$ cat src/rtl/rs_branch_gen.sv
// Branch reservation station: CDB wakeup, oldest-ready issue into a held issue register.
// Optional macro RS_BRANCH_WAKEUP_BYPASS_EN lets a same-cycle CDB match make an entry ready.
module rs_branch_gen #(
  parameter int DEPTH    = 4,
  parameter int SEL_W    = 2,
  parameter int NCDB     = 2,
  parameter int DATA_W   = 32,
  parameter int TAG_W    = 4,
  parameter int TAG_FREE = 0,
  parameter int ADDR_W   = 32,
  parameter int OP_W     = 6
) (
  input  logic                     clk,
  input  logic                     rst_n,
  input  logic                     flush,
  input  logic                     alloc_valid,
  output logic                     alloc_ready,
  input  logic [DATA_W-1:0]        alloc_data1,
  input  logic [DATA_W-1:0]        alloc_data2,
  input  logic [TAG_W-1:0]         alloc_tag1,
  input  logic [TAG_W-1:0]         alloc_tag2,
  input  logic [DATA_W-1:0]        alloc_offset,
  input  logic [ADDR_W-1:0]        alloc_pc,
  input  logic [OP_W-1:0]          alloc_op,
  input  logic [NCDB-1:0]          cdb_valid,
  input  logic [NCDB*TAG_W-1:0]    cdb_tag,
  input  logic [NCDB*DATA_W-1:0]   cdb_data,
  output logic                     issue_valid,
  input  logic                     issue_ready,
  output logic [DATA_W-1:0]        issue_src1,
  output logic [DATA_W-1:0]        issue_src2,
  output logic [DATA_W-1:0]        issue_offset,
  output logic [ADDR_W-1:0]        issue_pc,
  output logic [OP_W-1:0]          issue_op,
  output logic [SEL_W:0]           occupancy
);

  localparam logic [TAG_W-1:0] TFREE = TAG_W'(TAG_FREE);

  // Returns {hit, data}; the lowest-numbered matching port wins.
  function automatic logic [DATA_W:0] cdb_fwd(
    input logic [TAG_W-1:0]       tag,
    input logic [DATA_W-1:0]      data,
    input logic [NCDB-1:0]        v,
    input logic [NCDB*TAG_W-1:0]  t,
    input logic [NCDB*DATA_W-1:0] d
  );
    logic [DATA_W:0] r;
    r = {1'b0, data};
    for (int k = NCDB - 1; k >= 0; k--) begin
      if (tag != TFREE && v[k] && t[k*TAG_W +: TAG_W] == tag) r = {1'b1, d[k*DATA_W +: DATA_W]};
    end
    return r;
  endfunction

  logic [DEPTH-1:0]  busy_q, busy_d, keep_s, rdy_s, hit1_s, hit2_s;
  logic [DATA_W-1:0] data1_q [DEPTH];
  logic [DATA_W-1:0] data2_q [DEPTH];
  logic [DATA_W-1:0] off_q   [DEPTH];
  logic [TAG_W-1:0]  tag1_q  [DEPTH];
  logic [TAG_W-1:0]  tag2_q  [DEPTH];
  logic [ADDR_W-1:0] pc_q    [DEPTH];
  logic [OP_W-1:0]   op_q    [DEPTH];
  logic [DEPTH-1:0]  older_q [DEPTH];
  logic [DATA_W-1:0] fw1_s   [DEPTH];
  logic [DATA_W-1:0] fw2_s   [DEPTH];
  logic [DATA_W-1:0] src1_s  [DEPTH];
  logic [DATA_W-1:0] src2_s  [DEPTH];

  logic              iv_q;
  logic [DATA_W-1:0] isrc1_q, isrc2_q, ioff_q;
  logic [ADDR_W-1:0] ipc_q;
  logic [OP_W-1:0]   iop_q;

  logic [SEL_W:0]    occ_s;
  logic [SEL_W-1:0]  free_idx_s, sel_idx_s;
  logic              sel_found_s, load_s, alloc_ready_s, alloc_fire_s, issue_fire_s;
  logic [DATA_W:0]   af1_s, af2_s;

  // Readiness, oldest-ready selection, free slot search and next busy vector.
  always_comb begin
    logic [DATA_W:0] f1, f2;
    occ_s       = '0;
    free_idx_s  = '0;
    sel_found_s = 1'b0;
    sel_idx_s   = '0;
    for (int i = DEPTH - 1; i >= 0; i--) begin
      occ_s = occ_s + (SEL_W+1)'(busy_q[i]);
      if (!busy_q[i]) free_idx_s = SEL_W'(i);
      else            free_idx_s = free_idx_s;
      f1 = cdb_fwd(tag1_q[i], data1_q[i], cdb_valid, cdb_tag, cdb_data);
      f2 = cdb_fwd(tag2_q[i], data2_q[i], cdb_valid, cdb_tag, cdb_data);
      hit1_s[i] = f1[DATA_W];
      hit2_s[i] = f2[DATA_W];
      fw1_s[i]  = f1[DATA_W-1:0];
      fw2_s[i]  = f2[DATA_W-1:0];
`ifdef RS_BRANCH_WAKEUP_BYPASS_EN
      rdy_s[i]  = busy_q[i] && (tag1_q[i] == TFREE || hit1_s[i]) && (tag2_q[i] == TFREE || hit2_s[i]);
      src1_s[i] = fw1_s[i];
      src2_s[i] = fw2_s[i];
`else
      rdy_s[i]  = busy_q[i] && tag1_q[i] == TFREE && tag2_q[i] == TFREE;
      src1_s[i] = data1_q[i];
      src2_s[i] = data2_q[i];
`endif
    end
    // An entry is oldest-ready when no other ready entry is recorded as older than it.
    for (int i = DEPTH - 1; i >= 0; i--) begin
      if (rdy_s[i] && ((older_q[i] & rdy_s) == '0)) begin
        sel_found_s = 1'b1;
        sel_idx_s   = SEL_W'(i);
      end else begin
        sel_found_s = sel_found_s;
      end
    end
    load_s        = !iv_q || issue_ready;
    alloc_ready_s = occ_s < (SEL_W+1)'(DEPTH);
    alloc_fire_s  = alloc_valid && alloc_ready_s && !flush;
    issue_fire_s  = load_s && sel_found_s && !flush;
    keep_s        = busy_q;
    if (issue_fire_s) keep_s[sel_idx_s] = 1'b0;
    else              keep_s = busy_q;
    busy_d = keep_s;
    if (alloc_fire_s) busy_d[free_idx_s] = 1'b1;
    else              busy_d = keep_s;
    if (flush) busy_d = '0;
    else       busy_d = busy_d;
    af1_s = cdb_fwd(alloc_tag1, alloc_data1, cdb_valid, cdb_tag, cdb_data);
    af2_s = cdb_fwd(alloc_tag2, alloc_data2, cdb_valid, cdb_tag, cdb_data);
  end

  // Entry and issue-register state; flush suppresses wakeup, issue and allocation.
  always_ff @(posedge clk or negedge rst_n) begin
    if (!rst_n) begin
      busy_q  <= '0;
      iv_q    <= 1'b0;
      isrc1_q <= '0;
      isrc2_q <= '0;
      ioff_q  <= '0;
      ipc_q   <= '0;
      iop_q   <= '0;
      for (int i = 0; i < DEPTH; i++) begin
        data1_q[i] <= '0;
        data2_q[i] <= '0;
        off_q[i]   <= '0;
        tag1_q[i]  <= TFREE;
        tag2_q[i]  <= TFREE;
        pc_q[i]    <= '0;
        op_q[i]    <= '0;
        older_q[i] <= '0;
      end
    end else begin
      busy_q <= busy_d;
      if (flush) begin
        iv_q <= 1'b0;
      end else begin
        for (int i = 0; i < DEPTH; i++) begin
          if (busy_q[i] && hit1_s[i]) begin
            tag1_q[i]  <= TFREE;
            data1_q[i] <= fw1_s[i];
          end
          if (busy_q[i] && hit2_s[i]) begin
            tag2_q[i]  <= TFREE;
            data2_q[i] <= fw2_s[i];
          end
        end
        if (load_s) begin
          iv_q <= sel_found_s;
          if (sel_found_s) begin
            isrc1_q <= src1_s[sel_idx_s];
            isrc2_q <= src2_s[sel_idx_s];
            ioff_q  <= off_q[sel_idx_s];
            ipc_q   <= pc_q[sel_idx_s];
            iop_q   <= op_q[sel_idx_s];
          end
        end
        if (alloc_fire_s) begin
          data1_q[free_idx_s] <= af1_s[DATA_W-1:0];
          data2_q[free_idx_s] <= af2_s[DATA_W-1:0];
          tag1_q[free_idx_s]  <= af1_s[DATA_W] ? TFREE : alloc_tag1;
          tag2_q[free_idx_s]  <= af2_s[DATA_W] ? TFREE : alloc_tag2;
          off_q[free_idx_s]   <= alloc_offset;
          pc_q[free_idx_s]    <= alloc_pc;
          op_q[free_idx_s]    <= alloc_op;
          // New entry is younger than every survivor; nobody may count it as older.
          for (int i = 0; i < DEPTH; i++) begin
            if (SEL_W'(i) == free_idx_s) older_q[i] <= keep_s;
            else                         older_q[i][free_idx_s] <= 1'b0;
          end
        end
      end
    end
  end

  assign alloc_ready  = alloc_ready_s;
  assign occupancy    = occ_s;
  assign issue_valid  = iv_q;
  assign issue_src1   = isrc1_q;
  assign issue_src2   = isrc2_q;
  assign issue_offset = ioff_q;
  assign issue_pc     = ipc_q;
  assign issue_op     = iop_q;

endmodule
$ cat config.mk
export PLATFORM = sky130hd
export DESIGN_NAME = rs_branch_gen
export DESIGN_NICKNAME = d
export VERILOG_FILES = /design/src/rtl/rs_branch_gen.sv
export SDC_FILE = /design/constraint.sdc
export NUM_CORES = 2
export LEC_CHECK = 0
export CAP_MARGIN = 20
export CORE_ASPECT_RATIO = 1.4
export CORE_MARGIN = 2
export CORE_UTILIZATION = 65
export DETAILED_ROUTE_END_ITERATION = 6
export DONT_BUFFER_PORTS = 1
export PLACE_DENSITY = 0.81
export SLEW_MARGIN = 20
export SYNTH_ARGS = -nofsm -noshare
export SYNTH_HDL_FRONTEND = slang
export SYNTH_SLANG_ARGS = --single-unit
$ cat constraint.sdc
create_clock -name clk -period 5.5 [get_ports clk]
set_input_delay 1.1 -clock clk [delete_from_list [all_inputs] [get_ports clk]]
set_output_delay 1.1 -clock clk [all_outputs]
set_load 0.01 [all_outputs]
# Yosys cells after proc, flatten, opt, wreduce, memory -nomap -nowiden
# Cells that the tools add are included.
[word_totals] regBits=723 in_bits=221 output_inout_bits=139 word_cells=295
[classes] n_addsub=3 n_lt_le_gt_ge=8 eq_ne=23 n_mux=111 bitwise=15 reduce_logical=96
[ops] cell="two-way mux 32 bit" n=25
[ops] cell="two-way mux 33 bit" n=20
[ops] cell="bitwise mux 128 bit" n=4
[ops] cell="binary-select mux 32 bit (select 2 bit)" n=4
[ops] cell="two-way mux 128 bit" n=2
[ops] cell="two-way mux 4 bit" n=26
[ops] cell="equality test 4 bit" n=20
[ops] cell="logical AND 1 bit" n=67
[ops] cell="demux 32 bit (select 2 bit)" n=1
[ops] cell="logical NOT 4 bit" n=12
[ops] cell="nonzero test 4 bit" n=10
[ops] cell="AND 4 bit" n=9
[ops] cell="bitwise mux 16 bit" n=2
[ops] cell="two-way mux 16 bit" n=2
[ops] cell="bitwise mux 24 bit" n=1
[ops] cell="two-way mux 6 bit" n=3
[ops] cell="two-way mux 2 bit" n=8
[ops] cell="binary-select mux 6 bit (select 2 bit)" n=1
[ops] cell="demux 6 bit (select 2 bit)" n=1
[ops] cell="demux 4 bit (select 2 bit)" n=1
[ops] cell="two-way mux 1 bit" n=8
[ops] cell="inverter 4 bit" n=2
[ops] cell=">= comparator 3 bit, second input constant" n=2
[ops] cell="< comparator 2 x 3 -> 1 bit, second input constant" n=2
[ops] cell="other kinds (18)" n=23

# Depth between registers and ports, before layout
[logic_depth] ltp_word=20 ltp_mapped=12

# Least setup slack after synthesis
# No wires, ideal clock.
[synth_path] path_type="input port to flip-flop" from="input port cdb_tag[2]" to="register data2_q[66] (netlist bit)" setup_ns=0.123 t_arrival_ns=3.143 t_required_ns=5.377 setup_slack_ns=2.234 path_stages=9 n_path_buf=3 cell_sequence="buf_2 > xor2_1 > nor4_1 > and3_1 > clkbuf_1 > clkbuf_1 > mux2_2 > or3_1 > o221a_2"
[synth_via] elab_chain_cells=8 word_cells_on_any_way=11 classes_between="eq/ne (2); mux (6); reduce/logical (3)"
[synth_lines] item="start, declared" line="26" source="input logic [NCDB*TAG_W-1:0] cdb_tag,"
[synth_lines] item="equality test 4 bit" line="51" source="if (tag != TFREE && v[k] && t[k*TAG_W +: TAG_W] == tag) r = {1'b1, d[k*DATA_W +: DATA_W]};"
[synth_lines] item="logical AND 1 bit" line="51"
[synth_lines] item="two-way mux 33 bit" line="51"
[synth_lines] item="logical AND 1 bit" line="162" source="if (busy_q[i] && hit2_s[i]) begin"
[synth_lines] item="two-way mux 32 bit" line="162"
[synth_lines] item="two-way mux 32 bit" line="154" source="if (flush) begin"
[synth_lines] item="bitwise mux 128 bit" line="179" source="data2_q[free_idx_s] <= af2_s[DATA_W-1:0];"
[synth_lines] item="two-way mux 128 bit *" line="177" source="if (alloc_fire_s) begin"
[synth_lines] item="end signal, assigned by index" line="164" source="data2_q[i] <= fw2_s[i];"
[synth_lines] item="end signal, assigned by index" line="179"
[synth_lines] item="end, declared" line="58" source="logic [DATA_W-1:0] data2_q [DEPTH];"
# Every way passes the cells marked *; elsewhere a longest branch is shown, timed or not. The select of a mux whose other input is x is not followed.
# A chain may end at the register's enable or synchronous reset.

# Worst setup path after layout
[layout_path] from="register busy_q[1]" to="register data2_q[52] (netlist bit)"
[layout_via] word_cells_on_any_way=15 classes_between="add/sub (2); order compare (3); mux (6); bitwise (1); reduce/logical (3)"
[layout_lines] item="start, declared" line="56" source="logic [DEPTH-1:0] busy_q, busy_d, keep_s, rdy_s, hit1_s, hit2_s;"
[layout_lines] item="start signal, assigned" line="153" source="busy_q <= busy_d;"
[layout_lines] item="adder 2 x 1 -> 3 bit" line="88" source="occ_s = occ_s + (SEL_W+1)'(busy_q[i]);"
[layout_lines] item="adder 3 x 1 -> 3 bit" line="88"
[layout_lines] item="named net occupancy[2]" line="35" source="output logic [SEL_W:0] occupancy"
[layout_lines] item="< comparator 3 bit" line="117" source="alloc_ready_s = occ_s < (SEL_W+1)'(DEPTH);"
[layout_lines] item="logical AND 1 bit (2 in series)" line="118" source="alloc_fire_s = alloc_valid && alloc_ready_s && !flush;"
[layout_lines] item="two-way mux 128 bit" line="177"
# The timed path passes the listed nets, and every way through them passes these cells.

==> flow_summary.toml <==
[critical_path]
critPathLaunch = "busy_q[1]"
ff2ff_setup_slack_ns = 0.94
cp_cell_sequence = "fa_1 > ha_1 > ha_1 > nor3b_2 > or3b_1 > nand2b_4 > buf_4 > buf_4 > o221a_2"
endpoint_kind = "flip-flop"
r2r-end = "data2_q[52]"
slowest_stage = "dfrtp_1"
critPathLaunchType = "flip-flop"
critPathBufInv = 2
slowest_delay_ns = 0.72
critPathCapture = "data2_q[52]"
cp.arrival_ns = 5.06
critPathRequiredTime_ns = 6.00
r2r_start = "busy_q[1]"
cp.depth = 9
path_delay_family = "simple AND/OR/NAND/NOR gates"
r2r_cells = 9
crit_type = "flip-flop to flip-flop"
crit_path_max_fanout = 42

[sta]
rsz0062_at_grt = "no"
fmax_mhz = 219
min_period_ns = 4.56
drv_slew = 0
finalSetupViolations = 0
setup_ws_ns = 0.944
period_share_pct = 82.8
tns_ns = 0
tightest_slew_ns = 1.16
hold_viol_final = 0
max_slew_margin_pct = 22.6
finClkSkew_ns = 0.0313

[global_route]
antenna_found_initial = 6
grt_pass1_wl_mm = 199
grt_util_all_layers_pct = 42.2
grt-ovfl-total = 0
grt_max_degree = 724
first_global_vias = 34291

[place]
dp_slack_ns = 1.10
gp_congestion = 0.931
dp_hpwl_mm = 77.5
port-buffer-count = 0

[power_and_ir_drop]
power_density_nw_per_um2 = 375
ir_worst_vdd_mv = 0.298
power.leakage_nw = 17.9

[floorplan]
fp.dieW_um = 210
dieArea_sq_um = 61500
ios = 360
start_util_pct = 65.9
core_sq_um = 58700
fp-row-count = 105
die_y_um = 293

[logic_synthesis]
synth_most_common_cell = "nand2_1"
yosys.area.top_type = "dfrtp_1"
synthCells = 3905
yosysWarnings = 0
synth-seq-cells = 723
syn_area_per_cell_sq_um = 9.91
synth.top_cell.area_share_pct = 46.7
syn_area_sq_um = 38700
synth-edff-count = 0
synth_cell_types = 72
synth.net_count = 4129
synth_commonest_cells = "868 x nand2_1, 723 x dfrtp_1, 303 x clkbuf_1"
async_flop_share_pct = 100
ys.flop_type = "dfrtp_1"
synthTopCellsByArea = "dfrtp_1 47%, nand2_1 8.4%, mux2i_1 5.8%"
ys_seq_area_share_pct = 46.7

[hold_path]
hold_path_class = "primary input to asynchronous set/reset pin"

[clock_tree]
max-clock-path-buffers = 3
ctsHoldBuffers = 0
cts.htree.levels = 3
clock_latency_ns = 0.63
cts_tree = "yes"
cts.sinks = 723
cts_root_buf = "clkbuf_16"
cts_resized = 0
path_clk_slew_ns = 0.06
cts_setup_buffers = 0
cts_buffers = 72

[route]
wl_mm = 132
drtPass1Iterations = 7
drtAntennaViolNets = 0
vias = 33088
drc_errors = 33
drt_iter0_drc = 4111
routed_via_density = 7.49
wl_per_cell_um = 29.8

[layout]
fill_cells = 4314
syn_to_final_growth_pct = 6.29
drive_gt1_share_pct = 15.2
final_nets = 3837

[flow_run]
cap_violations = 0

[run_status]
violations = "design-rule violations"
outcome = "finished, violations left"
==> flip-flops by register name, indices dropped and copies added, names as in the netlist, named ones only <==
register,count
busy_q,4
data1_q,128
data2_q,128
issue_offset,32
issue_op,6
issue_pc,32
issue_src1,32
issue_src2,32
issue_valid,1
off_q,128
older_q,12
op_q,24
pc_q,128
tag1_q,16
tag2_q,16
==> metal layers <==
layer	vias up	wire length (um)	global-route usage [%]
li1	13737	-	-
met1	16395	45300	49.0
met2	2347	62300	68.8
met3	607	15900	12.3
met4	2	8200	26.0
met5	-	12	0
==> power by group <==
| part | switching [W] | internal [W] | leakage [nW] | total (W) |
|---|---|---|---|---|
| combinational | 0.00109 | 0.00128 | 7.94 | 0.00237 |
| clock | 0.00217 | 0.00280 | 1.15 | 0.00497 |
| sequential | 0.00142 | 0.00668 | 8.84 | 0.00809 |
==> logic make-up (layout without fill, tap and decap cells) <==
logic type               Yosys count  after routing  share of synthesized area, %
flip-flops                       723            723                          46.7
multiplexers                     320            320                          8.59
adder cells (fa/ha/maj)            3              3                         0.116
XOR/XNOR                          68             68                          1.54
other                              0              4                             0
AND/OR/NAND/NOR                 1327           1327                          15.8
buffers and inverters            582            341                          6.23
AO/OA/AOI/OAI                    882            882                          20.9
==> worst reg2reg max path, stage by stage, from the launching register on <==
cell and delay [ns]:
dfrtp_1 0.72, fa_1 0.53, ha_1 0.20, ha_1 0.29
nor3b_2 0.38, or3b_1 0.56, nand2b_4 0.47, buf_4 0.46
buf_4 0.43, o221a_2 0.40
==> worst min-delay path by stage <==
| stage | cells after the start | startpoint | to |
|---|---|---|---|
| 2_1_floorplan | 2 | off_q[67] | off_q[67] |
| 3_3_place_gp | 2 | off_q[91] | off_q[91] |
| 3_5_place_dp | 2 | off_q[72] | off_q[72] |
| 4_1_cts | 0 | rst_n | issue_pc[8] |
| 5_1_grt | 0 | rst_n | pc_q[42] |
| 6_report | 0 | rst_n | issue_pc[10] |
==> cell usage in the layout (no fill, tap or decap), types with 16 or more instances in the layout <==
cell type    n
a221oi_1    85
o21ai_0     49
buf_4       52
nor2_1      71
clkbuf_16   73
a222oi_1   126
a21oi_1     69
mux2i_1    224
a211oi_1    72
xnor2_1     40
mux2_2      96
or3_1      103
a22o_1      18
nor4_1      78
dfrtp_1    723
a2bb2oi_2   19
clkbuf_1    16
nor3_1      45
o221a_2    157
inv_1      150
xor2_1      28
a21o_1      37
a221o_1     32
and3_1      79
a2bb2oi_1  115
nand2_1    867
a221oi_2    49
==> layout make-up <==
cell class	count	area, sq um	share of cell area (%)
tap	749	937	2.28
antenna	4	10.0	0.0243
clock inverter	21	245	0.596
sequential	723	18100	44.0
inverter	150	563	1.37
clock buffer	104	2090	5.09
multi-input combinational	2600	18500	45.0
timing repair buffer	66	701	1.70
==> through the flow <==
stage	hold slack [ns]	area, sq um	total power, W	instances	util (%)
final	0.156	41100	0.0154	4417	70.1
after global routing	0.141	41100	0.0160	4416	70.1
after detailed placement	0.454	38700	0.0104	4284	65.9
after floorplan	0.437	38700	0.00959	3905	-
after global placement	0.448	38700	0.0102	4284	65.9
after CTS	0.166	41000	0.0153	4409	69.8
Power figures use the tool's default switching activity.
